<file path="src/rtl/sme_pkg.sv">
// Shared definitions for the string-matcher host: FSM encoding, buffer sizes,
// wait-timeout limit and the character constants used by the matcher protocol.
package sme_pkg;

  typedef enum logic [2:0] {
    ST_IDLE     = 3'd0,
    ST_SEND_STR = 3'd1,
    ST_SEND_PAT = 3'd2,
    ST_WAIT     = 3'd3,
    ST_DONE     = 3'd4
  } state_t;

  localparam int MAX_STR    = 32;
  localparam int MAX_PAT    = 8;
  localparam int WAIT_LIMIT = 64;

  localparam logic [7:0] CH_SPACE  = 8'h20;
  localparam logic [7:0] CH_DOT    = 8'h2E;
  localparam logic [7:0] CH_CARET  = 8'h5E;
  localparam logic [7:0] CH_DOLLAR = 8'h24;

endpackage

</file>
<file path="src/rtl/sme_char_buf.sv">
// Character buffer: one synchronous write port, one combinational read port,
// every slot refilled with FILL on reset.
module sme_char_buf #(
  parameter int         DEPTH = 32,
  parameter int         AW    = 5,
  parameter logic [7:0] FILL  = 8'h20
) (
  input  logic          i_clk,
  input  logic          i_rst,
  input  logic          i_we,
  input  logic [AW-1:0] i_waddr,
  input  logic [7:0]    i_wdata,
  input  logic [AW-1:0] i_raddr,
  output logic [7:0]    o_rdata
);

  logic [7:0] r_mem [DEPTH];

  always_ff @(posedge i_clk) begin
    if (i_rst) begin
      for (int i = 0; i < DEPTH; i++) r_mem[i] <= FILL;
    end else if (i_we) begin
      r_mem[i_waddr] <= i_wdata;
    end
  end

  assign o_rdata = r_mem[i_raddr];

endmodule

</file>
<file path="src/rtl/sme_host.sv">
// Host side of the string matcher: streams the string and pattern buffers to
// the matcher, waits for its result (with timeout) and presents it as a pulse.
module sme_host
  import sme_pkg::*;
(
  input  logic       clk,
  input  logic       reset,
  input  logic       str_we,
  input  logic [4:0] str_addr,
  input  logic       pat_we,
  input  logic [2:0] pat_addr,
  input  logic [7:0] wdata,
  input  logic [5:0] str_len,
  input  logic [3:0] pat_len,
  input  logic       send_str,
  input  logic       start,
  output logic [7:0] chardata,
  output logic       isstring,
  output logic       ispattern,
  input  logic       valid,
  input  logic       match,
  input  logic [4:0] match_index,
  output logic       busy,
  output logic       res_valid,
  output logic       res_match,
  output logic [4:0] res_index,
  output logic       res_timeout
);

  state_t     r_state, w_nstate;
  logic [4:0] r_idx, w_nidx;
  logic [5:0] r_wcnt, w_nwcnt;
  logic [5:0] r_str_len, w_nstr_len, w_slen_c;
  logic [3:0] r_pat_len, w_npat_len, w_plen_c;
  logic       w_nmatch, w_ntimeout;
  logic [4:0] w_nindex;
  logic [7:0] w_nchar, w_str_rd, w_pat_rd;
  logic       w_str_we, w_pat_we;

  assign w_slen_c = (str_len > 6'(MAX_STR)) ? 6'(MAX_STR) : str_len;
  assign w_plen_c = (pat_len > 4'(MAX_PAT)) ? 4'(MAX_PAT) : pat_len;
  assign w_str_we = str_we & ~busy;
  assign w_pat_we = pat_we & ~busy;

  sme_char_buf #(.DEPTH(MAX_STR), .AW(5), .FILL(CH_SPACE)) u_str_buf (
    .i_clk(clk), .i_rst(reset), .i_we(w_str_we), .i_waddr(str_addr),
    .i_wdata(wdata), .i_raddr(w_nidx), .o_rdata(w_str_rd)
  );

  sme_char_buf #(.DEPTH(MAX_PAT), .AW(3), .FILL(CH_DOT)) u_pat_buf (
    .i_clk(clk), .i_rst(reset), .i_we(w_pat_we), .i_waddr(pat_addr),
    .i_wdata(wdata), .i_raddr(w_nidx[2:0]), .o_rdata(w_pat_rd)
  );

  always_comb begin
    w_nstate    = r_state;
    w_nidx      = r_idx;
    w_nwcnt     = r_wcnt;
    w_nstr_len  = r_str_len;
    w_npat_len  = r_pat_len;
    w_nmatch    = res_match;
    w_nindex    = res_index;
    w_ntimeout  = res_timeout;
    case (r_state)
      ST_IDLE: begin
        if (start && (pat_len != 4'd0)) begin
          w_nstr_len = w_slen_c;
          w_npat_len = w_plen_c;
          w_nidx     = 5'd0;
          w_nstate   = (send_str && (w_slen_c != 6'd0)) ? ST_SEND_STR : ST_SEND_PAT;
        end
      end
      ST_SEND_STR: begin
        if ({1'b0, r_idx} == r_str_len - 6'd1) begin
          w_nstate = ST_SEND_PAT;
          w_nidx   = 5'd0;
        end else begin
          w_nidx = r_idx + 5'd1;
        end
      end
      ST_SEND_PAT: begin
        if (r_idx == 5'(r_pat_len) - 5'd1) begin
          w_nstate = ST_WAIT;
          w_nidx   = 5'd0;
          w_nwcnt  = 6'd0;
        end else begin
          w_nidx = r_idx + 5'd1;
        end
      end
      ST_WAIT: begin
        // valid takes priority over the terminal count
        if (valid) begin
          w_nstate   = ST_DONE;
          w_nmatch   = match;
          w_nindex   = match_index;
          w_ntimeout = 1'b0;
        end else if (r_wcnt == 6'(WAIT_LIMIT - 1)) begin
          w_nstate   = ST_DONE;
          w_nmatch   = 1'b0;
          w_nindex   = 5'd0;
          w_ntimeout = 1'b1;
        end else begin
          w_nwcnt = r_wcnt + 6'd1;
        end
      end
      ST_DONE: w_nstate = ST_IDLE;
      default: w_nstate = ST_IDLE;
    endcase
  end

  // A write landing on the same edge as acceptance is forwarded to the first character
  always_comb begin
    w_nchar = 8'h00;
    if (w_nstate == ST_SEND_STR)
      w_nchar = (w_str_we && (str_addr == w_nidx)) ? wdata : w_str_rd;
    else if (w_nstate == ST_SEND_PAT)
      w_nchar = (w_pat_we && (pat_addr == w_nidx[2:0])) ? wdata : w_pat_rd;
  end

  always_ff @(posedge clk) begin
    if (reset) begin
      r_state     <= ST_IDLE;
      r_idx       <= 5'd0;
      r_wcnt      <= 6'd0;
      r_str_len   <= 6'd0;
      r_pat_len   <= 4'd0;
      chardata    <= 8'h00;
      isstring    <= 1'b0;
      ispattern   <= 1'b0;
      busy        <= 1'b0;
      res_valid   <= 1'b0;
      res_match   <= 1'b0;
      res_index   <= 5'd0;
      res_timeout <= 1'b0;
    end else begin
      r_state     <= w_nstate;
      r_idx       <= w_nidx;
      r_wcnt      <= w_nwcnt;
      r_str_len   <= w_nstr_len;
      r_pat_len   <= w_npat_len;
      chardata    <= w_nchar;
      isstring    <= (w_nstate == ST_SEND_STR);
      ispattern   <= (w_nstate == ST_SEND_PAT);
      busy        <= (w_nstate != ST_IDLE);
      res_valid   <= (w_nstate == ST_DONE);
      res_match   <= w_nmatch;
      res_index   <= w_nindex;
      res_timeout <= w_ntimeout;
    end
  end

endmodule
</file>
<file path="config.mk">
export PLATFORM = sky130hd
export DESIGN_NAME = sme_host
export DESIGN_NICKNAME = d
export VERILOG_FILES = /design/src/rtl/sme_pkg.sv /design/src/rtl/sme_char_buf.sv /design/src/rtl/sme_host.sv
export SDC_FILE = /design/constraint.sdc
export NUM_CORES = 1
export LEC_CHECK = 0
export ABC_AREA = 1
export CELL_PAD_IN_SITES_DETAIL_PLACEMENT = 1
export CELL_PAD_IN_SITES_GLOBAL_PLACEMENT = 1
export CORE_MARGIN = 1.5
export CORE_UTILIZATION = 36
export CTS_CLUSTER_DIAMETER = 120
export DETAILED_ROUTE_END_ITERATION = 6
export PLACE_DENSITY = 0.65
export SYNTH_ARGS = -nofsm -noshare
export SYNTH_HDL_FRONTEND = slang
export SYNTH_SLANG_ARGS = --single-unit
export TNS_END_PERCENT = 30
</file>
<file path="constraint.sdc">
create_clock -name clk -period 3.08 [get_ports clk]
set_input_delay 0.308 -clock clk [delete_from_list [all_inputs] [get_ports clk]]
set_output_delay 0.308 -clock clk [all_outputs]
set_load 0.05 [all_outputs]
</file>
==> metrics.cfg <==
[power]
powerDensity_mw_per_mm2 = 610.7
leakagePower_nw = 8.939
finalPower_mw = 13.29
ir_drop_mv = 0.3939

[sta]
tightest_slew_ps = 812.5
min_period_over_period_pct = 98.43
timing.hold.ws_ps = 307.8
rsz0062_at_grt = yes
tns_ps = 0
fmax_mhz = 329.9
setup_violations = 0
final-hold-violation-count = 0
slew-limit-headroom_pct = 45.84
drv_slew = 0
period_needed_ps = 3032
fin_ws_ps = 48.38
clock_skew_ps = 23.79

[clock_network]
ctsHoldBuffers = 0
cts_max_level = 2
clkSinkCount = 363
tritoncts = built
cts_buffers = 43
clk_path_buf_depth = 3
path_clk_slew_ps = 60
clk_latency_ps = 590
cts-root-buf = clkbuf_16

[floorplanning]
ioPinCount = 58
die_w_um = 227.2
dieHeight_um = 227.2
start_util_pct = 36.73
rows = 81
core_mm2 = 0.04925
dieArea_mm2 = 0.05161

[placed_design]
pre_cts_slack_ps = 61.63
portBuffers = 57
gp_congestion = 0.8551
hpwl_um = 40250

[global_routing]
grt_pass1_vias = 15360
grt_first_pass_wirelength_um = 91080
antenna_found_initial = 0
overflow = 0
track_usage_pct = 23.51
grt_max_degree = 60

[worst_setup_path]
critPathSlowestCell = dfxtp_2
critPathCaptureType = register
critical_path.cell_chain = inv_1, ha_1, xnor2_1, nor2_1, nand2_1, nor2_2, nand2_2, nand3_2, nand3_4, nand2_8, clkinvlp_4, buf_12, clkbuf_16, nand2_1, nand3_1, a21oi_2, o21ai_1, o211ai_1, buf_4, nand2_1
crit_fanout = 8
worstPathRequired_ps = 3550
cp_common_cell = nand2_1
worstPathArrival_ps = 3500
worstRegToRegCells = 20
slowest_delay_ps = 330
critPathKind = register to register
cp-start-kind = register

[layout]
fillers = 5746
diodes = 0
drive_gt1_share_pct = 9.950
nNetsFinal = 2216
fin_util_pct = 44.17
syn_to_final_growth_pct = 20.24

[synthesis]
synth_nets = 2128
synth-edff-count = 320
syn_area_mm2 = 0.01809
synth_cell_types = 37
synthTopCellsByCount = 413 x nand2_1, 347 x nor2_1, 340 x nand3_1
synthCells = 2085
synth_top_area_share_pct = 53.11
synth-seq-cells = 363
synthMostInstantiatedCell = nand2_1
postSynthAreaPerCell_um2 = 8.677
ys_seq_area_share_pct = 57.87
async_reset_ff_share_pct = 0
synth_top_area_cell = edfxtp_1
synth_ff_type = edfxtp_1
synthTopCellsByArea = edfxtp_1 53%, nand3_1 9.4%, nand2_1 8.6%
yosys_warnings = 0

[flow_run]
maxCapViolCount = 0

[min_path]
min_path_type = input port to register
holdPathStages = 3

[route]
vias_per_cell = 5.254
drc_errors = 0
antenna_left = 0
drt_iter0_markers = 1238
dr_total_vias = 15050
wirelength_um = 62760
dr.pass1.iters = 5
routedWlPerCell_um = 21.90

[status]
status = complete, no violations

per-layer routing:
layer / vias to the layer above / global-route usage (%) / part of all wire, %
li1: 6970 / - / -
met2: 392 / 40.42 / 50
met5: - / 0 / 0
met1: 7602 / 30.39 / 43
met3: 90 / 3.704 / 5.3
met4: 0 / 7.221 / 2.5
worst paths after layout:
path / start / slack, ps / endpoint
worst max register to register: r_str_len[1]$_SDFFE_PP0P_ / 50 / chardata[0]$_SDFF_PP0_
worst max-delay path: r_str_len[1]$_SDFFE_PP0P_ / 50 / chardata[0]$_SDFF_PP0_
worst min-delay path: match / 310 / res_match$_SDFFE_PP0P_
worst min register to register: res_index[0]$_SDFFE_PP0P_ / 470 / res_index[0]$_SDFFE_PP0P_
cells in the final DEF, fill, tap and decap left out, drive strengths merged:
| cell type | n |
|---|---|
| dfxtp | 43 |
| buf | 92 |
| clkinvlp | 1 |
| nor4 | 2 |
| nand4 | 11 |
| nor3 | 15 |
| a211oi | 5 |
| xor2 | 10 |
| o21ai | 19 |
| clkdlybuf4s50 | 57 |
| bufinv | 1 |
| a21oi | 32 |
| o211ai | 9 |
| a22oi | 3 |
| nor2 | 349 |
| nand3 | 342 |
| ha | 4 |
| clkinv | 12 |
| or2 | 1 |
| nand2 | 416 |
| edfxtp | 320 |
| xnor2 | 3 |
| o22ai | 2 |
| clkbuf | 72 |
| a31oi | 3 |
| nand3b | 80 |
| inv | 297 |
stage by stage:
stage	instance area, um2	instances
5_1_grt	21750	2865
3_3_place_gp	19830	2769
3_5_place_dp	19830	2769
2_1_floorplan	18090	2085
6_report	21750	2865
4_1_cts	21110	2842
worst max-delay path, delay by kind of cell, from the launching register on:
kind / cells / cell delay (ps)
adders and majority gates: 1 / 300
AOI/OAI and AO/OA: 3 / 450
DFF: 1 / 330
buffers and inverters: 5 / 640
and+or+nand+nor: 10 / 1060
xor gates and xnor gates: 1 / 130
power breakdown:
group	internal (mW)	total [mW]	switching, mW
sequential	5.51	5.59	0.0762
clock	2.76	4.82	2.07
combinational	1.04	2.88	1.84
final cells by class:
| cell class | instances | area (um2) | area share, % |
|---|---|---|---|
| clock inverters | 13 | 96.34 | 0.4429 |
| well taps | 664 | 830.8 | 3.819 |
| repair buffers | 161 | 1868 | 8.587 |
| clock buffers | 60 | 1186 | 5.452 |
| inverters | 298 | 1122 | 5.159 |
| multi-input cells | 1306 | 6178 | 28.40 |
| flip-flops and latches | 363 | 10470 | 48.14 |
cell families after synthesis:
family / share of synthesized area [%]
DFF: 57.87
xor gates and xnor gates: 0.6709
adders and majority gates: 0.2766
and+or+nand+nor: 29.84
buffers and inverters: 9.011
AOI/OAI and AO/OA: 2.331
registers in the layout, summed over array words and instances, names as in the netlist, 3 cells and up:
| signal | cells |
|---|---|
| u_pat_buf.r_mem | 64 |
| r_state | 3 |
| chardata | 8 |
| r_pat_len | 4 |
| u_str_buf.r_mem | 256 |
| res_index | 5 |
| r_wcnt | 6 |
| r_str_len | 6 |
| r_idx | 5 |
what timing repair did:
action / in CTS / in global routing
setup buffers: 0 / 9
endpoints found under the setup margin: 0 / 8
gates resized for setup: 0 / 55
hold endpoints to repair: 0 / 0
No activity file was read; power rests on OpenSTA's default activity.
